$ cat src/rtl/data_mem_pkg.sv
// Shared definitions for the byte-addressed data memory / load-store unit.
package data_mem_pkg;

    // RV32 load/store width codes carried in funct3
    localparam logic [2:0] F3_B  = 3'b000;
    localparam logic [2:0] F3_H  = 3'b001;
    localparam logic [2:0] F3_W  = 3'b010;
    localparam logic [2:0] F3_BU = 3'b100;
    localparam logic [2:0] F3_HU = 3'b101;

    typedef enum logic {CLEAR, READY} state_t;

    // Ceiling log2, constant-evaluable; clog2(1) = 0
    function automatic int unsigned clog2(input int unsigned value);
        int unsigned res;
        res = 0;
        for (int i = 0; i < 32; i++) begin
            if ((64'd1 << i) < 64'(value)) res = i + 1;
        end
        return res;
    endfunction

endpackage

$ cat src/rtl/data_mem_align.sv
// Combinational lane logic: store byte-enables and data replication, load
// lane extraction with sign/zero extension, and misaligned/illegal detection.
module data_mem_align
    import data_mem_pkg::*;
(
    input  logic        we,
    input  logic [1:0]  lane,
    input  logic [2:0]  funct3,
    input  logic [31:0] wdata,
    input  logic [31:0] rword,
    output logic [3:0]  be,
    output logic [31:0] wdata_lanes,
    output logic [31:0] load_data,
    output logic        bad
);

    logic [7:0]  byte_v;
    logic [15:0] half_v;

    assign byte_v = rword[{lane, 3'b000} +: 8];
    assign half_v = rword[{lane[1], 4'b0000} +: 16];

    // Decode width code into lane controls; anything not listed is illegal
    always_comb begin
        be          = 4'b0000;
        wdata_lanes = 32'd0;
        load_data   = 32'd0;
        bad         = 1'b0;
        if (we) begin
            case (funct3)
                F3_B: begin
                    be          = 4'b0001 << lane;
                    wdata_lanes = {4{wdata[7:0]}};
                end
                F3_H: begin
                    be          = lane[1] ? 4'b1100 : 4'b0011;
                    wdata_lanes = {2{wdata[15:0]}};
                    bad         = lane[0];
                end
                F3_W: begin
                    be          = 4'b1111;
                    wdata_lanes = wdata;
                    bad         = |lane;
                end
                default: bad = 1'b1;
            endcase
        end else begin
            case (funct3)
                F3_B:  load_data = {{24{byte_v[7]}}, byte_v};
                F3_BU: load_data = {24'd0, byte_v};
                F3_H: begin
                    load_data = {{16{half_v[15]}}, half_v};
                    bad       = lane[0];
                end
                F3_HU: begin
                    load_data = {16'd0, half_v};
                    bad       = lane[0];
                end
                F3_W: begin
                    load_data = rword;
                    bad       = |lane;
                end
                default: bad = 1'b1;
            endcase
        end
    end

endmodule

$ cat src/rtl/data_mem_lsu.sv
// Byte-addressed little-endian data memory with RV32 load/store semantics,
// valid/ready request, one-cycle registered response and a post-reset clear.
module data_mem_lsu
    import data_mem_pkg::*;
#(
    parameter int unsigned DEPTH_BYTES = 256,
    parameter int unsigned ADDR_W      = 32,
    parameter int unsigned XLEN        = 32
) (
    input  logic              clk,
    input  logic              rst,
    input  logic              req_valid,
    output logic              req_ready,
    input  logic              req_we,
    input  logic [ADDR_W-1:0] req_addr,
    input  logic [2:0]        req_funct3,
    input  logic [XLEN-1:0]   req_wdata,
    output logic              rsp_valid,
    output logic [XLEN-1:0]   rsp_rdata,
    output logic              rsp_err
);

    localparam int unsigned WORDS = DEPTH_BYTES / 4;
    localparam int unsigned IDX_W = (WORDS > 1) ? clog2(WORDS) : 1;

    state_t           state_q, state_d;
    logic [IDX_W-1:0] clr_idx_q, clr_idx_d;
    logic             clr_we;

    logic [31:0]      mem [WORDS];
    logic [IDX_W-1:0] word_idx;
    logic [31:0]      rd_word;

    logic             accept;
    logic             out_of_range;
    logic             code_err;
    logic             err;
    logic             st_we;
    logic [3:0]       store_be;
    logic [31:0]      store_data;
    logic [31:0]      load_data;

    logic             rsp_valid_q;
    logic [XLEN-1:0]  rsp_rdata_q;
    logic             rsp_err_q;

    assign req_ready    = (state_q == READY);
    assign accept       = req_valid && req_ready;
    assign word_idx     = IDX_W'(req_addr >> 2);
    assign rd_word      = mem[word_idx];
    assign out_of_range = (req_addr >= ADDR_W'(DEPTH_BYTES));
    assign err          = out_of_range || code_err;
    assign st_we        = accept && req_we && !err;

    data_mem_align u_align (
        .we          (req_we),
        .lane        (req_addr[1:0]),
        .funct3      (req_funct3),
        .wdata       (req_wdata[31:0]),
        .rword       (rd_word),
        .be          (store_be),
        .wdata_lanes (store_data),
        .load_data   (load_data),
        .bad         (code_err)
    );

    // Clear sweep walks every word once, then the block stays READY
    always_comb begin
        state_d   = state_q;
        clr_idx_d = clr_idx_q;
        clr_we    = 1'b0;
        case (state_q)
            CLEAR: begin
                clr_we    = 1'b1;
                clr_idx_d = clr_idx_q + 1'b1;
                if (clr_idx_q == IDX_W'(WORDS - 1)) begin
                    state_d   = READY;
                    clr_idx_d = '0;
                end
            end
            READY:   state_d = READY;
            default: state_d = CLEAR;
        endcase
    end

    // State and sweep counter; reset restarts the sweep from word 0
    always_ff @(posedge clk) begin
        if (!rst) begin
            state_q   <= CLEAR;
            clr_idx_q <= '0;
        end else begin
            state_q   <= state_d;
            clr_idx_q <= clr_idx_d;
        end
    end

    // Storage writes: clear sweep or byte-lane store; nothing while in reset
    always_ff @(posedge clk) begin
        if (rst) begin
            if (clr_we) begin
                mem[clr_idx_q] <= 32'd0;
            end else if (st_we) begin
                for (int i = 0; i < 4; i++) begin
                    if (store_be[i]) mem[word_idx][i*8 +: 8] <= store_data[i*8 +: 8];
                end
            end
        end
    end

    // Registered response: one-cycle pulse per accept, data zeroed otherwise
    always_ff @(posedge clk) begin
        if (!rst) begin
            rsp_valid_q <= 1'b0;
            rsp_rdata_q <= '0;
            rsp_err_q   <= 1'b0;
        end else begin
            rsp_valid_q <= accept;
            rsp_err_q   <= accept && err;
            rsp_rdata_q <= (accept && !req_we && !err) ? XLEN'(load_data) : '0;
        end
    end

    assign rsp_valid = rsp_valid_q;
    assign rsp_rdata = rsp_rdata_q;
    assign rsp_err   = rsp_err_q;

endmodule

$ cat config.mk
export PLATFORM = sky130hd
export DESIGN_NAME = data_mem_lsu
export DESIGN_NICKNAME = d
export VERILOG_FILES = /design/src/rtl/data_mem_pkg.sv /design/src/rtl/data_mem_align.sv /design/src/rtl/data_mem_lsu.sv
export SDC_FILE = /design/constraint.sdc
export NUM_CORES = 2
export LEC_CHECK = 0
export CORE_UTILIZATION = 45
export CTS_BUF_LIST = sky130_fd_sc_hd__clkbuf_8
export CTS_CLUSTER_DIAMETER = 60
export DETAILED_ROUTE_END_ITERATION = 10
export PLACE_DENSITY = 0.65
export SLEW_MARGIN = 25
export SYNTH_ARGS = -nofsm -noshare
export SYNTH_HDL_FRONTEND = slang
export SYNTH_HIERARCHICAL = 1
export SYNTH_SLANG_ARGS = --single-unit
$ cat constraint.sdc
create_clock -name clk -period 4.8 [get_ports clk]
set_input_delay 1.44 -clock clk [delete_from_list [all_inputs] [get_ports clk]]
set_output_delay 1.44 -clock clk [all_outputs]
set_load 0.05 [all_outputs]
==> results.sh <==
export IMPL_setup_worst_path_class="in2reg"
export IMPL_ios=106
export IMPL_seq_area_sq_um=62300
export IMPL_core_area_sq_um=183000
export IMPL_netlist_area_sq_um=83200
export IMPL_synth_top_area_share_pct=73.9
export IMPL_clock_skew_ns=0.0846
export IMPL_use_met2_pct=39.4
export IMPL_yosys_warnings=6
export IMPL_p_per_area_nw_per_um2=351
export IMPL_n_fill_cell=13700
export IMPL_synthXorXnorAreaFrac_pct=0.0316
export IMPL_seq_area_frac_synth_pct=74.9
export IMPL_critical_path_arrival_ns=5.22
export IMPL_hold_slack_ns=0.600
export IMPL_route_detailed_wl_per_inst_um=29.9
export IMPL_slew_violations=0
export IMPL_syn2layout_area_growth_pct=22.5
export IMPL_die_w_um=432
export IMPL_vias=45700
export IMPL_rsz0062_at_grt="false"
export IMPL_drive_gt1_share_pct=39.4
export IMPL_postCtsHoldBufs=0
export IMPL_synthTopCellsByArea="edfxtp_1, mux4_2, mux2i_1"
export IMPL_status="finished, final reports clean"
export IMPL_p_leak_nw=35.2
export IMPL_synth_compound_area_share_pct=2.03
export IMPL_post_route_period_util_pct=95.7
export IMPL_ant_nets=0
export IMPL_finalHoldViolCount=0
export IMPL_crit_slowest_cell="nor4_1"
export IMPL_synth_avg_cell_area_sq_um=20.6
export IMPL_critPathLaunchType="input pin"
export IMPL_nets=5089
export IMPL_synthArstFlopShare_pct=0
export IMPL_fin_cells=7731
export IMPL_clock_latency_ns=1.08
export IMPL_clock_path_buffers=4
export IMPL_grt_use_met3_pct=4.98
export IMPL_synth_main_ff_cell="edfxtp_1"
export IMPL_min_path_type="reg2reg"
export IMPL_cts_setup_buffers=0
export IMPL_total_power_mw=35.8
export IMPL_start_util_pct=45.4
export IMPL_place_congestion=0.892
export IMPL_setup_violations=0
export IMPL_synth_edf_count=2048
export IMPL_finalCriticalPeriod_ns=4.60
export IMPL_port_buffers=105
export IMPL_viasPerCell=5.91
export IMPL_yosysMostFrequentCell="edfxtp_1"
export IMPL_die_h_um=432
export IMPL_synth_cells=4034
export IMPL_synth_seq_cells=2089
export IMPL_path_buf_inv=4
export IMPL_synthAdderAreaFrac_pct=0.0150
export IMPL_synth_top_family_by_area="multiplexers"
export IMPL_cts_sinks=2089
export IMPL_htree_levels=5
export IMPL_first_global_vias=46700
export IMPL_clock_fmax_ghz=0.218
export IMPL_cap_viol_max_count=0
export IMPL_fin_setup_tns_ns=0
export IMPL_totalWireLength_um=231000
export IMPL_antenna_found_initial=6
export IMPL_busiest_layer="met2"
export IMPL_dieArea_sq_um=187000
export IMPL_worstMarginPinSlew_ns=0.986
export IMPL_synth_nets=4106
export IMPL_synth_top_cell_by_area="edfxtp_1"
export IMPL_dp_cells=7132
export IMPL_cts_resized=0
export IMPL_grt_pass1_wl_um=333000
export IMPL_max_stage_delay_ns=0.80
export IMPL_path_common_cell="buf_4"
export IMPL_path_cells="clkdlybuf4s50_1 -> nor4_1 -> nand4_1 -> or4_1 -> buf_4 -> mux2i_4 -> buf_12 -> buf_4 -> nor3_2"
export IMPL_dp_hpwl_um=159000
export IMPL_worstPathRequired_ns=5.43
export IMPL_ys_types=65
export IMPL_grt_max_degree=84
export IMPL_crit_family="simple AND/OR/NAND/NOR gates"
export IMPL_grt_ovfl_total=0
export IMPL_synthTopCellsByCount="edfxtp_1, mux4_2, nand2_1"
export IMPL_slew_headroom_pct=33.7
export IMPL_multi_input_area_sq_um=20800
export IMPL_track_usage_pct=25.1
export IMPL_dr_pass1_iters=6
export IMPL_synth_area_mux_share_pct=17.1
export IMPL_first_iter_violations=5535
export IMPL_crit_path_end_kind="register"
export IMPL_numCtsBuffers=347
export IMPL_vdd_drop_max_mv=0.196
export IMPL_clock_root_buffer="clkbuf_8"
export IMPL_crit_path_max_fanout=12
export IMPL_core_rowCount=157
export IMPL_clk_pin_slew_ns=0.06
export IMPL_cts_tree="built"
export IMPL_synth_simple_area_share_pct=4.26
export IMPL_grt_use_met1_pct=33.9
export IMPL_route_detailed_drc=0
==> through the flow <==
stage | utilization [%] | setup WS [ns] | area [sq um]
floorplan | - | -0.293 | 84100
global placement | 52.2 | -1.46 | 95600
detailed placement | 52.2 | -0.830 | 95700
CTS | 55.6 | 0.241 | 102000
global route | 55.6 | 0.108 | 102000
finish | 55.6 | 0.205 | 102000
==> final cells by class <==
type	instances	share of cell area [%]
well taps	2464	3.03
inverters	9	0.0405
clock inverters	239	1.18
repair buffers	931	9.38
diodes	3	0.00737
multi-input cells	1639	20.4
clock buffers	357	4.82
flip-flops and latches	2089	61.2
==> worst register-to-register path: cells and delay by family, from the launching register on <==
| family | cells | cell delay [ns] |
|---|---|---|
| compound gates | 3 | 0.97 |
| buf+inv | 1 | 0.25 |
| flops | 1 | 0.36 |
| mux | 3 | 1.47 |
| simple gates | 2 | 0.54 |
==> layer usage <==
metal	wire length [um]	share of wire (%)
met2	111000	48
met3	20200	8.7
met1	89400	39
met5	13	0.0056
met4	11100	4.8
==> kinds of logic after synthesis <==
family | after synthesis
flip-flops | 2089
adder cells (fa/ha/maj) | 1
AO/OA/AOI/OAI | 239
multiplexers | 700
buffers and inverters | 306
XOR/XNOR | 3
AND/OR/NAND/NOR | 696
==> sequential cells by signal, summed over array words and instances (netlist names) <==
signal     count
mem         2048
rsp_rdata     32
clr_idx_q      6
req_ready      1
rsp_err        1
rsp_valid      1
==> report_power, final <==
part           leakage, nW  internal [mW]  switching (mW)  total [mW]
logic                 11.0          0.776            1.06        1.84
clock network         3.47           7.30            6.87        14.2
registers             20.7           19.8          0.0136        19.8
==> cell usage in the layout, fill, tap and decap left out, types with 5 or more instances in the layout <==
cell type,Yosys,layout
clkdlybuf4s50_1,0,101
a21o_1,17,17
mux2i_4,2,11
nor2b_1,17,14
and2_2,0,32
inv_1,7,99
mux2i_1,109,100
bufinv_16,0,8
and2_1,77,45
clkinvlp_4,0,6
a32oi_1,19,19
nor3_1,134,83
a221oi_1,5,5
nand3_1,27,27
nor4_1,135,10
clkinv_1,1,97
buf_12,0,183
mux2_2,16,16
o211ai_2,8,8
a31oi_1,7,7
clkinv_2,0,29
edfxtp_1,2048,2048
o221ai_1,12,12
nor4_2,1,123
a22oi_1,36,36
and3_1,5,5
nand2b_1,20,20
mux4_2,570,570
buf_4,14,643
nor3_2,0,51
dfxtp_1,41,41
o21ai_0,11,11
clkbuf_8,0,357
or3_1,8,8
nand2_1,218,218
a21oi_1,90,86
nor2_1,43,42
==> path summary, 6_finish.rpt <==
path                startpoint            end  slack (ns)  cells past startpoint
setup reg to reg   mem[23][31]  rsp_rdata[31]        1.13                      9
setup / recovery  req_addr[26]    mem[18][24]        0.20                      9
hold / removal       req_ready      rsp_valid        0.60                      3
hold reg to reg      req_ready      rsp_valid        0.60                      3
(Power assumes the default switching activity.)
